### config.mk
export PLATFORM = sky130hd
export DESIGN_NAME = alu_result_stage_flat
export DESIGN_NICKNAME = d
export VERILOG_FILES = /design/src/rtl/alu_result_stage_pkg.sv /design/src/rtl/alu_result_stage_if.sv /design/src/rtl/result_skid_buffer.sv /design/src/rtl/alu_result_stage.sv /design/src/flat_wrapper.sv
export SDC_FILE = /design/constraint.sdc
export NUM_CORES = 1
export LEC_CHECK = 0
export CAP_MARGIN = 20
export CORE_MARGIN = 10
export CORE_UTILIZATION = 45
export DETAILED_ROUTE_END_ITERATION = 8
export PLACE_DENSITY_LB_ADDON = 0.3
export SLEW_MARGIN = 0
export SYNTH_ARGS = -nofsm -noshare
export SYNTH_HDL_FRONTEND = slang
export SYNTH_SLANG_ARGS = --single-unit
### constraint.sdc
create_clock -name clk -period 1.6 [get_ports clk]
set_input_delay 0.24 -clock clk [delete_from_list [all_inputs] [get_ports clk]]
set_output_delay 0.24 -clock clk [all_outputs]
set_load 0.03 [all_outputs]
### src/rtl/alu_result_stage_pkg.sv
// Shared ALU opcode encodings, stage widths and the trapping-opcode membership test.
// Opcode macros are global so decode, execute and this stage agree on one encoding.
`ifndef ALU_OPCODES_DEFINED
`define ALU_OPCODES_DEFINED
`define ADD  4'h0
`define SUB  4'h1
`define ADDU 4'h2
`define SUBU 4'h3
`define NEG  4'h4
`define AND  4'h5
`define OR   4'h6
`define XOR  4'h7
`define SLL  4'h8
`define SRL  4'h9
`define SRA  4'ha
`define SLT  4'hb
`endif

package alu_result_stage_pkg;

  localparam int DATA_W_DEF = 32;
  localparam int RD_W_DEF   = 5;
  localparam int OP_W_DEF   = 4;
  localparam int CNT_W_DEF  = 8;

  typedef logic [OP_W_DEF-1:0] op_t;

  typedef enum logic [1:0] {
    SKID_EMPTY = 2'd0,
    SKID_ONE   = 2'd1,
    SKID_FULL  = 2'd2
  } skid_state_t;

  // Only the signed arithmetic ops can raise an overflow trap.
  function automatic logic is_trap_op(input op_t op);
    return (op == `ADD) || (op == `SUB) || (op == `NEG);
  endfunction

endpackage

### src/rtl/alu_result_stage_if.sv
// ALU-result handshake bundle: upstream result/flags in, registered head entry out.
interface alu_result_stage_if #(
  parameter int DATA_W = 32,
  parameter int RD_W   = 5,
  parameter int OP_W   = 4
) ();
  logic              in_valid;
  logic              in_ready;
  logic [DATA_W-1:0] alu_out;
  logic              alu_zero;
  logic              alu_overflow;
  logic              alu_negative;
  logic [OP_W-1:0]   in_op;
  logic [RD_W-1:0]   in_rd;
  logic              in_wen;
  logic              in_trap_en;

  logic              out_valid;
  logic              out_ready;
  logic [DATA_W-1:0] out_result;
  logic              out_zero;
  logic              out_overflow;
  logic              out_negative;
  logic [RD_W-1:0]   out_rd;
  logic              out_wen;

  modport master (
    output in_valid, alu_out, alu_zero, alu_overflow, alu_negative,
           in_op, in_rd, in_wen, in_trap_en, out_ready,
    input  in_ready, out_valid, out_result, out_zero, out_overflow,
           out_negative, out_rd, out_wen
  );

  modport slave (
    input  in_valid, alu_out, alu_zero, alu_overflow, alu_negative,
           in_op, in_rd, in_wen, in_trap_en, out_ready,
    output in_ready, out_valid, out_result, out_zero, out_overflow,
           out_negative, out_rd, out_wen
  );
endinterface

### src/rtl/result_skid_buffer.sv
// Generic 2-entry valid/ready skid buffer; 1-cycle latency, order preserved.
// in_ready is a pure register (low only while the skid entry holds data); flush empties it.
module result_skid_buffer
  import alu_result_stage_pkg::*;
#(
  parameter int W = 42
) (
  input  logic         clk,
  input  logic         rst_n,
  input  logic         flush,
  input  logic         in_valid,
  output logic         in_ready,
  input  logic [W-1:0] in_dat,
  output logic         out_valid,
  input  logic         out_ready,
  output logic [W-1:0] out_dat
);

  skid_state_t  state;
  logic [W-1:0] skid_dat;
  logic         accept;
  logic         pop;

  assign accept = in_valid & in_ready;
  assign pop    = out_valid & out_ready;

  always_ff @(posedge clk or negedge rst_n) begin
    if (!rst_n) begin
      state     <= SKID_EMPTY;
      out_dat   <= '0;
      skid_dat  <= '0;
      out_valid <= 1'b0;
      in_ready  <= 1'b0;
    end else if (flush) begin
      state     <= SKID_EMPTY;
      out_valid <= 1'b0;
      in_ready  <= 1'b1;
    end else begin
      case (state)
        SKID_EMPTY: begin
          in_ready <= 1'b1;
          if (accept) begin
            out_dat   <= in_dat;
            out_valid <= 1'b1;
            state     <= SKID_ONE;
          end
        end
        SKID_ONE: begin
          if (accept && !pop) begin
            skid_dat <= in_dat;
            in_ready <= 1'b0;
            state    <= SKID_FULL;
          end else if (pop && !accept) begin
            out_valid <= 1'b0;
            state     <= SKID_EMPTY;
          end else if (accept && pop) begin
            out_dat <= in_dat;
          end
        end
        SKID_FULL: begin
          if (pop) begin
            out_dat  <= skid_dat;
            in_ready <= 1'b1;
            state    <= SKID_ONE;
          end
        end
        default: begin
          state     <= SKID_EMPTY;
          out_valid <= 1'b0;
          in_ready  <= 1'b1;
        end
      endcase
    end
  end

endmodule

### src/rtl/alu_result_stage.sv
// EX->MEM result register: skid-buffers ALU result/flags/rd and applies the overflow trap policy.
// 1-cycle latency; in_ready comes from registers only; traps kill the write and log a sticky record.
module alu_result_stage
  import alu_result_stage_pkg::*;
#(
  parameter int DATA_W = DATA_W_DEF,
  parameter int RD_W   = RD_W_DEF,
  parameter int OP_W   = OP_W_DEF,
  parameter int CNT_W  = CNT_W_DEF
) (
  input  logic              clk,
  input  logic              rst_n,
  alu_result_stage_if.slave io,
  input  logic              flush,
  output logic              exc_pending,
  output logic [OP_W-1:0]   exc_op,
  output logic [DATA_W-1:0] exc_result,
  input  logic              exc_clear,
  output logic [CNT_W-1:0]  trap_count
);

  localparam int PW = DATA_W + 3 + RD_W + 1;

  logic          trap;
  logic          trap_taken;
  logic [PW-1:0] in_dat;
  logic [PW-1:0] out_dat;

  assign trap       = io.in_trap_en & io.alu_overflow & is_trap_op(io.in_op);
  // A flushed accept never happened, so it must not leave a trap behind.
  assign trap_taken = io.in_valid & io.in_ready & trap & ~flush;

  assign in_dat = {io.alu_out, io.alu_zero, io.alu_overflow, io.alu_negative,
                   io.in_rd, io.in_wen & ~trap};

  assign {io.out_result, io.out_zero, io.out_overflow, io.out_negative,
          io.out_rd, io.out_wen} = out_dat;

  result_skid_buffer #(.W(PW)) u_skid (
    .clk       (clk),
    .rst_n     (rst_n),
    .flush     (flush),
    .in_valid  (io.in_valid),
    .in_ready  (io.in_ready),
    .in_dat    (in_dat),
    .out_valid (io.out_valid),
    .out_ready (io.out_ready),
    .out_dat   (out_dat)
  );

  always_ff @(posedge clk or negedge rst_n) begin
    if (!rst_n) begin
      exc_pending <= 1'b0;
      exc_op      <= '0;
      exc_result  <= '0;
      trap_count  <= '0;
    end else begin
      // A clear in the same cycle as a new trap lets the new trap replace the record.
      if (trap_taken && (!exc_pending || exc_clear)) begin
        exc_pending <= 1'b1;
        exc_op      <= io.in_op;
        exc_result  <= io.alu_out;
      end else if (exc_clear) begin
        exc_pending <= 1'b0;
      end
      if (trap_taken && (trap_count != {CNT_W{1'b1}})) begin
        trap_count <= trap_count + 1'b1;
      end
    end
  end

endmodule

### src/flat_wrapper.sv
// flat-port wrapper written by rule: the top's interface ports become plain ports
module alu_result_stage_flat import alu_result_stage_pkg::*;
#(
  parameter int DATA_W = DATA_W_DEF,
  parameter int RD_W   = RD_W_DEF,
  parameter int OP_W   = OP_W_DEF,
  parameter int CNT_W  = CNT_W_DEF
)
  (clk, rst_n, flush, exc_pending, exc_op, exc_result, exc_clear, trap_count, io_in_valid, io_alu_out, io_alu_zero, io_alu_overflow, io_alu_negative, io_in_op, io_in_rd, io_in_wen, io_in_trap_en, io_out_ready, io_in_ready, io_out_valid, io_out_result, io_out_zero, io_out_overflow, io_out_negative, io_out_rd, io_out_wen);
  alu_result_stage_if #(.DATA_W(DATA_W), .RD_W(RD_W), .OP_W(OP_W)) io_i ();
  input  logic clk;
  input  logic rst_n;
  input  logic flush;
  output logic exc_pending;
  output logic [OP_W-1:0] exc_op;
  output logic [DATA_W-1:0] exc_result;
  input  logic exc_clear;
  output logic [CNT_W-1:0] trap_count;
  input wire logic [$bits(io_i.in_valid)-1:0] io_in_valid;
  input wire logic [$bits(io_i.alu_out)-1:0] io_alu_out;
  input wire logic [$bits(io_i.alu_zero)-1:0] io_alu_zero;
  input wire logic [$bits(io_i.alu_overflow)-1:0] io_alu_overflow;
  input wire logic [$bits(io_i.alu_negative)-1:0] io_alu_negative;
  input wire logic [$bits(io_i.in_op)-1:0] io_in_op;
  input wire logic [$bits(io_i.in_rd)-1:0] io_in_rd;
  input wire logic [$bits(io_i.in_wen)-1:0] io_in_wen;
  input wire logic [$bits(io_i.in_trap_en)-1:0] io_in_trap_en;
  input wire logic [$bits(io_i.out_ready)-1:0] io_out_ready;
  output wire logic [$bits(io_i.in_ready)-1:0] io_in_ready;
  output wire logic [$bits(io_i.out_valid)-1:0] io_out_valid;
  output wire logic [$bits(io_i.out_result)-1:0] io_out_result;
  output wire logic [$bits(io_i.out_zero)-1:0] io_out_zero;
  output wire logic [$bits(io_i.out_overflow)-1:0] io_out_overflow;
  output wire logic [$bits(io_i.out_negative)-1:0] io_out_negative;
  output wire logic [$bits(io_i.out_rd)-1:0] io_out_rd;
  output wire logic [$bits(io_i.out_wen)-1:0] io_out_wen;
  assign io_i.in_valid = io_in_valid;
  assign io_i.alu_out = io_alu_out;
  assign io_i.alu_zero = io_alu_zero;
  assign io_i.alu_overflow = io_alu_overflow;
  assign io_i.alu_negative = io_alu_negative;
  assign io_i.in_op = io_in_op;
  assign io_i.in_rd = io_in_rd;
  assign io_i.in_wen = io_in_wen;
  assign io_i.in_trap_en = io_in_trap_en;
  assign io_i.out_ready = io_out_ready;
  assign io_in_ready = io_i.in_ready;
  assign io_out_valid = io_i.out_valid;
  assign io_out_result = io_i.out_result;
  assign io_out_zero = io_i.out_zero;
  assign io_out_overflow = io_i.out_overflow;
  assign io_out_negative = io_i.out_negative;
  assign io_out_rd = io_i.out_rd;
  assign io_out_wen = io_i.out_wen;
  alu_result_stage #(.DATA_W(DATA_W), .RD_W(RD_W), .OP_W(OP_W), .CNT_W(CNT_W)) u_core (.clk(clk), .rst_n(rst_n), .io(io_i), .flush(flush), .exc_pending(exc_pending), .exc_op(exc_op), .exc_result(exc_result), .exc_clear(exc_clear), .trap_count(trap_count));
endmodule
After elaboration in Yosys (flattened, before gate mapping):

Cells that the tools add are included.

* bits in registers: 131
* bits in latches: 0
* RAM bits: 0
* memory bits (read-only): 0
* bits of input ports: 52
* output and inout bits: 88
* logic and storage cells: 79
* memories kept: 0

* add/sub/neg operators: 1
* multiply operators: 0
* div/mod/pow operators: 0
* magnitude comparators: 0
* equal/unequal tests: 17
* shift-type cells: 0
* muxes and demuxes: 23
* bitwise operators: 9
* reductions and logical operators: 20

Operator list (count)
* $mux W41: 5
* $pmux W41 S3: 1
* $ne A3 B3 Y1 const B: 5
* $ne A2 B2 Y1 const B: 6
* $mux W2: 5
* $mux W1: 9
* $add A8 B1 Y8 const B: 1
* $ne A8 B8 Y1 const B: 1
* $and A1 B1 Y1: 7
* $reduce_and A7 Y1: 1
* $pmux W2 S3: 1
* $reduce_and A3 Y1: 2
* $logic_and A1 B1 Y1: 5
* $eq A4 B1 Y1 const B: 1
* $eq A4 B3 Y1 const B: 1
* $logic_not A4 Y1: 1
* $ne A4 B4 Y1 const B: 1
* $reduce_and A4 Y1: 1
* $logic_not A1 Y1: 3
* $logic_or A1 B1 Y1: 3
* $pmux W1 S3: 1
* $reduce_bool A3 Y1: 1
* $eq A2 B1 Y1 const B: 1
* $eq A2 B2 Y1 const B: 1
* 5 further kinds: 6

Logic depth before layout (Yosys ltp):

Gate-level depths: netlist of run 1.

* depth after elaboration: 10
* mapped depth: 6
* gate-level depth less buffers: 5

Modules after synthesis:

Synthesis of run 1 repeated with hierarchy kept, for this count alone.

* cell total of the unflattened synthesis: 367
* area total of the unflattened synthesis: 5826.8 um^2

By module, submodules not included
* result_skid_buffer: times used 1, cells each 247, area each 3898.7 um^2, sequential area each 2152.1 um^2
* alu_result_stage: times used 1, cells each 120, area each 1928.1 um^2, sequential area each 1126.1 um^2

Worst setup path after synthesis of run 1:

OpenSTA, ideal clock, no wires.

* path type: register to register
* start point: register u_core.u_skid.in_ready
* end point: register u_core.u_skid.out_dat[17]
* library setup time: 0.125 ns
* arrival time: 1.789 ns
* required time: 1.475 ns
* setup slack: -0.314 ns
* cell stages (with the launch flop): 6
* buffers on the path: 1
* clock period less this slack: 1.914 ns
* cell sequence: dfrtp_1 -> nand2_2 -> or3_1 -> a21oi_4 -> buf_6 -> mux2_4

* longest elaborated chain between the ends: 5
* elaborated cells between the ends (all ways): 10
* classes of those cells: eq/ne (4); bitwise (1); reduce/logical (5)

Ends and longest elaborated chain
* start: declaration: line result_skid_buffer.sv:12 `output logic in_ready,`
* start signal: assignment: line result_skid_buffer.sv:33 `in_ready <= 1'b0;`
* start signal: assignment: line result_skid_buffer.sv:37 `in_ready <= 1'b1;`
* start signal: assignment: line result_skid_buffer.sv:41 `in_ready <= 1'b1;`
* $and A1 B1 Y1 (*): line result_skid_buffer.sv:24 `assign accept = in_valid & in_ready;`
* $logic_not A1 Y1: line result_skid_buffer.sv:53 `end else if (pop && !accept) begin`
* $logic_and A1 B1 Y1: line result_skid_buffer.sv:53
* $ne A2 B2 Y1 (no source line)
* $reduce_and A7 Y1 (no source line) (*)
* end signal: assignment: line result_skid_buffer.sv:43 `out_dat <= in_dat;`
* end signal: assignment: line result_skid_buffer.sv:57 `out_dat <= in_dat;`
* end signal: assignment: line result_skid_buffer.sv:62 `out_dat <= skid_dat;`
* end: declaration: line result_skid_buffer.sv:16 `output logic [W-1:0] out_dat`

Every way passes the cells marked *; elsewhere a longest branch is shown, timed or not.
A chain may end at the register's enable or synchronous reset.

Final worst setup path of run 1:

* start point: register u_core.u_skid.in_ready
* end point: register u_core.u_skid.out_dat[7]

Same word-level chain as after synthesis.

==> impl_results.md, run 1 <==
* Status: finished with violations
* Failing checks: negative setup slack
* Final worst path period need at 1.84 ns
* # DRC at 0
* Clock share of power at 29.9%
* CTS clk-pin slew, worst paths at 0.06 ns
* Final Routed Wirelength at 16.2 mm
* Pwr Density at 1460 nW/µm²
* Die Span X at 134 µm
* Total power at 13.1 mW
* Switching power at 4.00 mW
* CTS sink cnt at 131
* Number of H-tree levels at 4
* Syn. warnings at 0
* Peak supply drop at 0.811 mV
* GR peak layer: met2
* Relative slew slack at 71.2%
* Mux cell area share after synthesis at 33.3%
* Total Routing Usage GR at 17.9%
* Final Wtd Congestion at 0.788
* # setup viols final at 115
* I/O Buffers at 139
* Count of state elements after synthesis at 131
* Slowest cell on the critical path: dfrtp_2
* Seq/Total Area, Yosys at 56.5%
* TritonCTS Buffers at 17
* DR vias at 3,835
* Synth Area in Compound Gates at 1.72%
* Register area at 3280 µm²
* Rows at 41
* Pre-CTS setup slack at -0.550 ns
* CTS max path bufs at 2
* Max Clock Skew at 0.00535 ns
* Max Freq at 0.544 GHz
* Post-detail-place hpwl at 9.87 mm
* Register share of total power at 37.6%
* Largest net degree at the start of global routing at 44
* Post-layout nets at 622
* Root buffer cell: clkbuf_16
* Post-Syn Instances at 371
* GR met3 Demand/Resource at 7.67%
* Starting Density at 46.0%
* Syn Area/Cell at 15.7 µm²
* Post-Synth XOR/XNOR Area at 0.754%
* Num ports at 140
* Core area at 12,600 µm²
* Synth Area in Simple Gates at 4.85%
* WHS at 0.310 ns
* Final setup margin at -0.239 ns
* Fill cells at 883
* M1 GR Usage at 21.0%
* Synthesized Nets at 424
* Area occupied by multi-input gates at 2720 µm²
* Final period utilization at 115%
* Post-Layout Cell Count at 754
* Die area at 17,800 µm²
* Critical path buffers and inverters at 2
* Post-Synth Adder-Cell Area at 0.215%
* Logic pwr share at 32.4%
* Worst Reg2Reg Path Length in Cells at 6
* Final ANT Viol Nets at 0
* First-pass GRT wire length at 25.0 mm
* DRT Pass-1 Iters at 4
* Layout cells sized above 1 at 45.5%
* Critical path arrival at 2.13 ns
* Slew Viols, Final at 0
* Lkg Pwr at 4.37 nW
* TritonCTS clock tree: yes
* Final Hold Viols at 0
* Largest family of logic cells by synthesized area: multiplexers
* CP most frequent cell: buf_12
* Internal at 9.11 mW
* Worst path max stage delay at 0.40 ns
* FF-to-FF End: u_core.u_skid.out_dat[7]$_DFFE_PN0P_
* Initial drt markers at 166
* RSZ-0062 raised after global routing: true
* Initial antenna violation count at 0
* Area growth syn-to-layout at 54.3%
* ANT cells at 0
* Crit-path cells: nand2_2 -> or3_4 -> a21oi_4 -> buf_12 -> buf_12 -> mux2_2
* Die Span Y at 134 µm
* CP max FO at 8
* Worst-Margin Slew at 0.432 ns
* Reg-to-reg setup timing slack at -0.24 ns
* Met2 usage at 28.4%
* Critical path class: reg -> reg
* HP Class: in -> async
* Worst-skew pair later-pin latency at 0.42 ns
* Sw frac at 30.5%
* Max_cap viols at 0
* Post-DR vias/cell at 5.09
* Cell area after synthesis at 5810 µm²
* Crit path capture type: flip-flop
* Vias in the first global route at 4,465
* Required time at the worst-slack endpoint at 1.89 ns
* Total gr overflow at 0
* DP Cell Count at 696
* Drt wl/cell at 21.5 µm
* Cell family with most CP delay: simple AND/OR/NAND/NOR gates
* Crit start category: flip-flop
* Synth unique cells at 40
* Crit Reg-Reg Startpoint: u_core.u_skid.in_ready$_DFFE_PN0P_
worst max-delay path by stage:
stage	startpoint	endpoint	slack, ns	cells past startpoint
2_1_floorplan	u_core.u_skid.in_ready$_DFFE_PN0P_	u_core.u_skid.out_dat[17]$_DFFE_PN0P_	-0.17	5
3_3_place_gp	io_in_valid	u_core.u_skid.out_dat[33]$_DFFE_PN0P_	-0.49	6
3_5_place_dp	io_in_valid	u_core.u_skid.out_dat[14]$_DFFE_PN0P_	-0.55	6
4_1_cts	u_core.u_skid.state[0]$_DFFE_PN0P_	u_core.u_skid.out_dat[7]$_DFFE_PN0P_	-0.20	5
5_1_grt	u_core.u_skid.in_ready$_DFFE_PN0P_	u_core.u_skid.out_dat[10]$_DFFE_PN0P_	-0.26	6
6_report	u_core.u_skid.in_ready$_DFFE_PN0P_	u_core.u_skid.out_dat[7]$_DFFE_PN0P_	-0.24	6
synth_stat cells:
cell / n / share of area [%]
dfrtp_1: 131 / 56
mux2_2: 117 / 23
mux2_4: 38 / 9.8
buf_2: 8 / 0.69
buf_6: 8 / 1.6
nor2_1: 7 / 0.45
nand2_1: 6 / 0.39
xor2_1: 5 / 0.75
inv_1: 4 / 0.26
nand3_1: 4 / 0.34
nor3_1: 4 / 0.34
and2_1: 3 / 0.32
mux2_1: 3 / 0.58
a21oi_1: 2 / 0.17
nand2b_1: 2 / 0.22
nand4_1: 2 / 0.22
nor2b_1: 2 / 0.22
nor4_1: 2 / 0.22
o21bai_1: 2 / 0.26
a21boi_0: 1 / 0.13
a21oi_4: 1 / 0.28
a22o_1: 1 / 0.15
a22oi_1: 1 / 0.13
a31oi_1: 1 / 0.11
and2_2: 1 / 0.13
and2b_1: 1 / 0.13
and3b_2: 1 / 0.17
clkbuf_8: 1 / 0.24
ha_1: 1 / 0.22
mux2i_1: 1 / 0.17
nand2_2: 1 / 0.11
nand2b_4: 1 / 0.24
nand3b_4: 1 / 0.34
nand4b_4: 1 / 0.41
nor3b_1: 1 / 0.13
nor4_4: 1 / 0.37
o21a_1: 1 / 0.13
o21ai_0: 1 / 0.086
o21ai_4: 1 / 0.28
or3_1: 1 / 0.11
registers in the layout (all words and copies together), names as in the netlist:
signal	flops
u_core.u_skid.out_dat	41
u_core.trap_count	8
u_core.exc_op	4
u_core.u_skid.in_ready	1
u_core.exc_pending	1
u_core.u_skid.out_valid	1
u_core.u_skid.skid_dat	41
u_core.u_skid.state	2
u_core.exc_result	32
layout by cell type, fill, tap and decap left out, types with 3 or more instances in the layout:
master           instances
dfrtp_1                127
clkdlybuf4s50_1         49
buf_16                   7
buf_6                    5
clkbuf_16               20
xor2_1                   5
and2_4                   3
buf_12                  14
mux2_2                  48
inv_1                    4
clkbuf_1                 8
dfrtp_2                  4
nor2_1                   5
nand3_1                  3
mux2_4                 110
bufinv_16                3
clkbuf_8                 3
buf_8                    3
nand2_1                  6
buf_4                   24
dlygate4sd2_1           87
layout make-up:
class	instances	area share [%]
Multi-Input combinational cell	219	30.3
Timing Repair Buffer	196	23.9
Clock inverter	4	1.06
Sequential cell	131	36.6
Tap cell	172	2.40
Clock buffer	28	5.54
Inverter	4	0.168
logic make-up (layout without fill, tap and decap cells):
logic type	count (synthesis)	after routing
compound gates	12	12
buf+inv	21	232
simple gates	42	42
flops	131	131
xor+xnor	5	5
mux	159	159
fa+ha+maj	1	1
what timing repair did:
item	4_1_cts	5_1_grt
endpoints found under the hold margin	27	0
cloned	11	3
hold buffers	1	0
endpoints found under the setup margin	207	127
gates resized for setup	138	40
pin swaps	1	6
buffers inserted	16	1
metrics by stage:
step	area [µm²]	TNS, ns	util [%]
floorplan	5960	-13.03	-
global placement	7760	-53.28	61.5
detailed placement	7760	-56.71	61.5
CTS	8880	-14.23	70.4
global route	8960	-21.17	71.0
finish	8960	-15.09	71.0
power groups by stage:
stage	Clock (mW)	Combinational, mW	Sequential (mW)
final	3.93	4.25	4.94
after global routing	4.13	4.48	5.05
after CTS	3.98	4.15	4.90
after detailed placement	0	4.25	4.94
after global placement	0	4.16	4.87
after floorplan	0	1.53	5.86
routing by layer:
metal  up-vias  wire (µm)
li1       1733          -
met1      1974       7040
met2       113       7670
met3        15       1260
met4         0        206
met5         -          0
Note: power is estimated with default switching activity, not from simulation.
==> inputs of run 2 (changes only) <==
ABC_AREA = 1   (was default)
CELL_PAD_IN_SITES_DETAIL_PLACEMENT = 0   (was default)
CELL_PAD_IN_SITES_GLOBAL_PLACEMENT = 1   (was default)
CORE_UTILIZATION = 33   (was 45)
HOLD_SLACK_MARGIN = 0.15   (was default)
==> impl_results.md, run 2 <==
* Total Routing Usage GR at 13.1% (-4.8 points)
* Num ports at 140 (unchanged)
* Syn Area/Cell at 8.59 µm² (-45%)
* Worst-Margin Slew at 0.389 ns (-0.0436 ns)
* Placed Area at 7440 µm² (-4.1%)
* First-pass GRT wire length at 25.2 mm (+0.86%)
* Drt wl/cell at 14.1 µm (-35%)
* Total gr overflow at 0 (unchanged)
* Pre-CTS setup slack at -0.180 ns (+0.370 ns)
* Seq/Total Area, Yosys at 57.1% (+0.68 points)
* Max Freq at 0.664 GHz (+22%)
* Syn. warnings at 0 (unchanged)
* TritonCTS clock tree: yes
* Status: finished clean
* Post-detail-place hpwl at 10.5 mm (+6.9%)
* Required time at the worst-slack endpoint at 1.36 ns (-0.53 ns)
* Largest registers: u_core.u_skid.out_dat x41, u_core.u_skid.skid_dat x41, u_core.exc_result x32
* Synth unique cells at 24 (-40%)
* Rows at 48 (+17%)
* GR peak layer: met2
* CP max FO at 5 (-3)
* DR vias at 4,708 (+23%)
* Die area at 23,100 µm² (+29%)
* GR met3 Demand/Resource at 4.49% (-3.2 points)
* M1 GR Usage at 16.6% (-4.4 points)
* HP Class: in -> async
* # DRC at 0 (unchanged)
* Critical path arrival at 1.27 ns (-0.86 ns)
* WHS at 0.268 ns (-0.0420 ns)
* ANT cells at 0 (unchanged)
* Setup repair bufs after CTS at 0 (-16)
* Met2 usage at 20.7% (-7.7 points)
* Crit path capture type: output pin
* Count of state elements after synthesis at 131 (unchanged)
* EDFF count, synth at 0 (unchanged)
* Cell area after synthesis at 5740 µm² (-1.2%)
* Layout cells sized above 1 at 10.8% (-35 points)
* Slowest cell on the critical path: dlygate4sd2_1
* Number of H-tree levels at 4 (unchanged)
* DRT Pass-1 Iters at 5 (+1)
* Final Wtd Congestion at 0.775 (-1.7%)
* Largest net degree at the start of global routing at 70 (+59%)
* I/O Buffers at 139 (unchanged)
* Top post-synthesis cells by count: nand2_1, dfrtp_1, o21ai_0
* Max Clock Skew at 0.0108 ns (+0.00543 ns)
* Worst path max stage delay at 0.43 ns (+0.03 ns)
* CTS max path bufs at 2 (unchanged)
* Final Hold Viols at 0 (unchanged)
* Initial antenna violation count at 0 (unchanged)
* Most common cell after layout, fill and taps aside: nand2_1
* CTS sink cnt at 131 (unchanged)
* Register area at 3280 µm² (-0.11%)
* Die Span Y at 152 µm (+14%)
* Vias in the first global route at 4,848 (+8.6%)
* Critical path class: reg -> out
* Final worst path period need at 1.51 ns (-0.333 ns)
* CTS clk-pin slew, worst paths at 0.06 ns (about the same)
* Final period utilization at 94.1% (-21 points)
* Worst-skew pair later-pin latency at 0.41 ns (about the same)
* Final ANT Viol Nets at 0 (unchanged)
* Pwr Density at 1780 nW/µm² (+22%)
* Cell family with most CP delay: buffers and inverters
* # setup viols final at 0 (-100%)
* Core area at 17,200 µm² (+36%)
* Relative slew slack at 74.2% (+3.0 points)
* Ranking of synthesized cells by area: dfrtp_1, nand2_1, o21ai_0
* TritonCTS Buffers at 17 (unchanged)
* Area occupied by multi-input gates at 2000 µm² (-27%)
* FF-to-FF End: u_core.u_skid.out_dat[40]$_DFFE_PN0P_
* Synth async-reset ratio at 100% (unchanged)
* Area growth syn-to-layout at 38.3%
* Share of the synthesized area in the top cell type at 57.1% (+0.68 points)
* Crit-path cells: dlygate4sd2_1
* Ys flop type: dfrtp_1
* Post-DR vias/cell at 4.46 (-12%)
* Max_cap viols at 0 (unchanged)
* Lkg Pwr at 4.18 nW (-4.3%)
* Crit Reg-Reg Startpoint: u_core.u_skid.state[0]$_DFFE_PN0P_
* Final Routed Wirelength at 14.8 mm (-8.4%)
* Most frequent cells in the layout: nand2_1, dfrtp_1, dlygate4sd2_1
* RSZ-0062 raised after global routing: true
* Final setup margin at 0.0938 ns (+0.333 ns)
* Fill cells at 1,674 (+90%)
* Initial drt markers at 266 (+60%)
* Root buffer cell: clkbuf_16
* Slew Viols, Final at 0 (unchanged)
* Design Area, Final at 7930 µm² (-11%)
* Peak supply drop at 0.800 mV (-1.4%)
* Crit start category: flip-flop
* Critical path buffers and inverters at 1 (-1)
* Cell with the most instances after synthesis: nand2_1
* Post-Syn Instances at 668 (+80%)
* Post-layout nets at 870 (+40%)
* Worst Reg2Reg Path Length in Cells at 9 (+3)
* Starting Density at 33.4% (-13 points)
* Reg-to-reg setup timing slack at 0.16 ns (+0.40 ns)
* Top cell type by total area after synthesis: dfrtp_1
* Die Span X at 152 µm (+14%)
* Synthesized Nets at 721 (+70%)
-- run 2: worst register-to-register path: stages, from the launching register on --
cell and delay (ns):
dfrtp_1 0.42, inv_2 0.09, nand2_2 0.06, buf_4 0.19, inv_2 0.12, buf_12 0.19, nand2_1 0.08, o21ai_1 0.08
nand2_1 0.07, nand2_1 0.06
-- run 2: layout make-up --
type                            count  area share, %
Multi-Input combinational cell    446           25.2
Clock buffer                       30           6.86
Sequential cell                   131           41.3
Clock inverter                      2          0.473
Inverter                           59           2.84
Timing Repair Buffer              162           19.8
Tap cell                          225           3.55
-- run 2: metal layers --
metal / share of wire [%] / vias to the layer above
met3: 6.0 / 11
li1: - / 2378
met5: 0 / -
met1: 47 / 2192
met2: 46 / 127
met4: 0.83 / 0
-- run 2: report_power, final --
group / switching (mW) / internal (mW)
combinational: 3.35 / 1.76
clock: 1.34 / 2.43
sequential: 0.682 / 4.55
total: 5.37 / 8.74
-- run 2: how the worst max path moves through the flow --
stage | cells past startpoint | endpoint | from
2_1_floorplan | 8 | u_core.trap_count[7]$_DFFE_PN0P_ | u_core.trap_count[1]$_DFFE_PN0P_
3_5_place_dp | 9 | u_core.exc_result[23]$_DFFE_PN0P_ | io_alu_overflow
4_1_cts | 1 | trap_count[3] | u_core.trap_count[3]$_DFFE_PN0P_
6_report | 1 | trap_count[3] | u_core.trap_count[3]$_DFFE_PN0P_
5_1_grt | 9 | u_core.u_skid.out_dat[35]$_DFFE_PN0P_ | u_core.u_skid.state[0]$_DFFE_PN0P_
3_3_place_gp | 9 | u_core.exc_result[15]$_DFFE_PN0P_ | io_alu_overflow
-- run 2: timing repair --
| action | in CTS | in global routing |
|---|---|---|
| cloned | 0 | 0 |
| hold buffers | 1 | 0 |
| setup endpoints to repair | 88 | 11 |
| hold endpoints to repair | 131 | 0 |
| gates resized for setup | 88 | 4 |
-- run 2: cells by family (layout without fill, tap and decap cells) --
family | count (synthesis) | in the layout | synth area share, %
compound gates | 117 | 117 | 11.4
buf+inv | 91 | 253 | 8.26
simple gates | 323 | 323 | 22.2
xor+xnor | 5 | 5 | 0.763
fa+ha+maj | 1 | 1 | 0.218
flops | 131 | 131 | 57.1
-- run 2: metrics by stage --
stage	utilization [%]	setup TNS [ns]	power (mW)	std cells
2_1_floorplan	-	0	8.58	668
5_1_grt	46.2	-0.0109	15.1	1055
4_1_cts	46.1	0	14.4	1055
3_3_place_gp	43.3	-7.96	10.9	1022
6_report	46.2	0	14.1	1055
3_5_place_dp	43.3	-11.12	11.0	1022
==> inputs of run 3 (changes only) <==
SETUP_SLACK_MARGIN = 0.15   (was default)
==> impl_results.md, run 3 (synthesis results as in run 2) <==
* Critical path buffers and inverters at 1 (unchanged)
* Largest registers: u_core.u_skid.out_dat x41, u_core.u_skid.skid_dat x41, u_core.exc_result x32
* Worst path max stage delay at 0.41 ns (-0.02 ns)
* Total power at 14.3 mW (+1.3%)
* Post-DR vias/cell at 4.47 (about the same)
* Relative slew slack at 73.1% (-1.1 points)
* Final period utilization at 87.6% (-6.5 points)
* Starting Density at 33.4% (unchanged)
* Post-detail-place hpwl at 10.7 mm (+1.5%)
* GR peak layer: met2
* Critical path arrival at 1.16 ns (-0.11 ns)
* CTS clk-pin slew, worst paths at 0.05 ns (about the same)
* Max_cap viols at 0 (unchanged)
* Met2 usage at 20.9% (+0.23 points)
* ANT cells at 0 (unchanged)
* Crit path capture type: output pin
* Num ports at 140 (unchanged)
* Final Hold Viols at 0 (unchanged)
* Die Span X at 152 µm (unchanged)
* DRT Pass-1 Iters at 4 (-1)
* Total Routing Usage GR at 13.2% (+0.15 points)
* Die area at 23,100 µm² (unchanged)
* Max Clock Skew at 0.00883 ns (-0.00194 ns)
* Largest net degree at the start of global routing at 66 (-5.7%)
* CP max FO at 2 (-3)
* Slew Viols, Final at 0 (unchanged)
* Layout cells sized above 1 at 16.2% (+5.4 points)
* Cell family with most CP delay: buffers and inverters
* Design Area, Final at 8190 µm² (+3.2%)
* GR met3 Demand/Resource at 4.49% (unchanged)
* Max Freq at 0.713 GHz (+7.4%)
* Final ANT Viol Nets at 0 (unchanged)
* Crit start category: flip-flop
* Worst-skew pair later-pin latency at 0.41 ns (about the same)
* Area growth syn-to-layout at 42.7%
* DR vias at 4,747 (+0.83%)
* # DRC at 0 (unchanged)
* Rows at 48 (unchanged)
* M1 GR Usage at 16.6% (+0.063 points)
* Drt wl/cell at 15.0 µm (+6.8%)
* Root buffer cell: clkbuf_16
* Final Wtd Congestion at 0.768 (-0.84%)
* Crit-path cells: dlygate4sd2_1
* Core area at 17,200 µm² (unchanged)
* Slowest cell on the critical path: dlygate4sd2_1
* Die Span Y at 152 µm (unchanged)
* Placed Area at 7480 µm² (+0.45%)
* Peak supply drop at 0.774 mV (-3.2%)
* CTS sink cnt at 131 (unchanged)
* # setup viols final at 0 (unchanged)
* Status: finished clean
* Pwr Density at 1750 nW/µm² (-1.8%)
* Initial antenna violation count at 0 (unchanged)
* RSZ-0062 raised after global routing: true
* Worst-Margin Slew at 0.404 ns (+0.0156 ns)
* Final worst path period need at 1.40 ns (-0.104 ns)
* Number of H-tree levels at 4 (unchanged)
* TritonCTS Buffers at 17 (unchanged)
* CTS max path bufs at 2 (unchanged)
* HP Class: in -> async
* Lkg Pwr at 4.13 nW (-1.2%)
* Vias in the first global route at 4,749 (-2.0%)
* Final Routed Wirelength at 16.0 mm (+7.6%)
* Initial drt markers at 420 (+58%)
* First-pass GRT wire length at 25.2 mm (about the same)
* I/O Buffers at 139 (unchanged)
* TritonCTS clock tree: yes
* Required time at the worst-slack endpoint at 1.36 ns (about the same)
* Total gr overflow at 0 (unchanged)
* Post-layout nets at 882 (+1.4%)
* Most common cell after layout, fill and taps aside: nand2_1
* Critical path class: reg -> out
* Most frequent cells in the layout: nand2_1, dfrtp_1, o21ai_0
## run 3: path summary, 6_finish.rpt
| check | depth (start not counted) | slack [ns] | to | from |
|---|---|---|---|---|
| max | 1 | 0.20 | exc_result[15] | u_core.exc_result[15]$_DFFE_PN0P_ |
| min | 2 | 0.32 | u_core.u_skid.out_dat[28]$_DFFE_PN0P_ | rst_n |
| max reg2reg | 8 | 0.22 | u_core.exc_result[5]$_DFFE_PN0P_ | u_core.u_skid.in_ready$_DFFE_PN0P_ |
| min reg2reg | 2 | 0.47 | u_core.exc_op[3]$_DFFE_PN0P_ | u_core.exc_op[3]$_DFFE_PN0P_ |
| max in group asynchronous | 3 | 0.62 | u_core.u_skid.out_valid$_DFFE_PN0P_ | rst_n |
| min in group clk | 3 | 0.42 | u_core.u_skid.skid_dat[19]$_DFFE_PN0P_ | io_alu_out[10] |
## run 3: final cells by class
type | instances | area (µm²)
Clock inverter | 5 | 52.6
Fill cell | 1650 | 8990
Multi-Input combinational cell | 446 | 2040
Clock buffer | 23 | 498
Tap cell | 225 | 282
Inverter | 59 | 230
Sequential cell | 131 | 3290
Timing Repair Buffer | 174 | 1790
## run 3: what timing repair did
item | in CTS | in global routing
resized for setup | 119 | 82
gates cloned | 0 | 5
pin swaps | 1 | 5
setup buffers | 0 | 7
endpoints found under the hold margin | 111 | 0
setup endpoints to repair | 95 | 133
hold buffers | 1 | 0
## run 3: per-stage QoR
| step | utilization (%) | worst slack [ns] | setup TNS (ns) | hold slack, ns | cells |
|---|---|---|---|---|---|
| global placement | 43.5 | -0.0885 | -6.38 | 0.182 | 1022 |
| finish | 47.7 | 0.198 | 0 | 0.322 | 1063 |
| floorplan | - | 0.147 | 0 | -0.0556 | 668 |
| CTS | 46.4 | 0.0493 | 0 | 0.332 | 1051 |
| global route | 47.7 | 0.140 | 0 | 0.349 | 1063 |
| detailed placement | 43.5 | -0.135 | -7.10 | 0.186 | 1022 |
## run 3: power breakdown
group          internal (mW)  switching, mW
clock network           2.30           1.32
registers               4.56          0.695
logic                   1.99           3.44
## run 3: metal layers
layer	wire [µm]	vias to the layer above	share of wire [%]
li1	-	2406	-
met1	7360	2221	46
met2	7530	107	47
met3	900	13	5.6
met4	157	0	0.98
met5	0	-	0
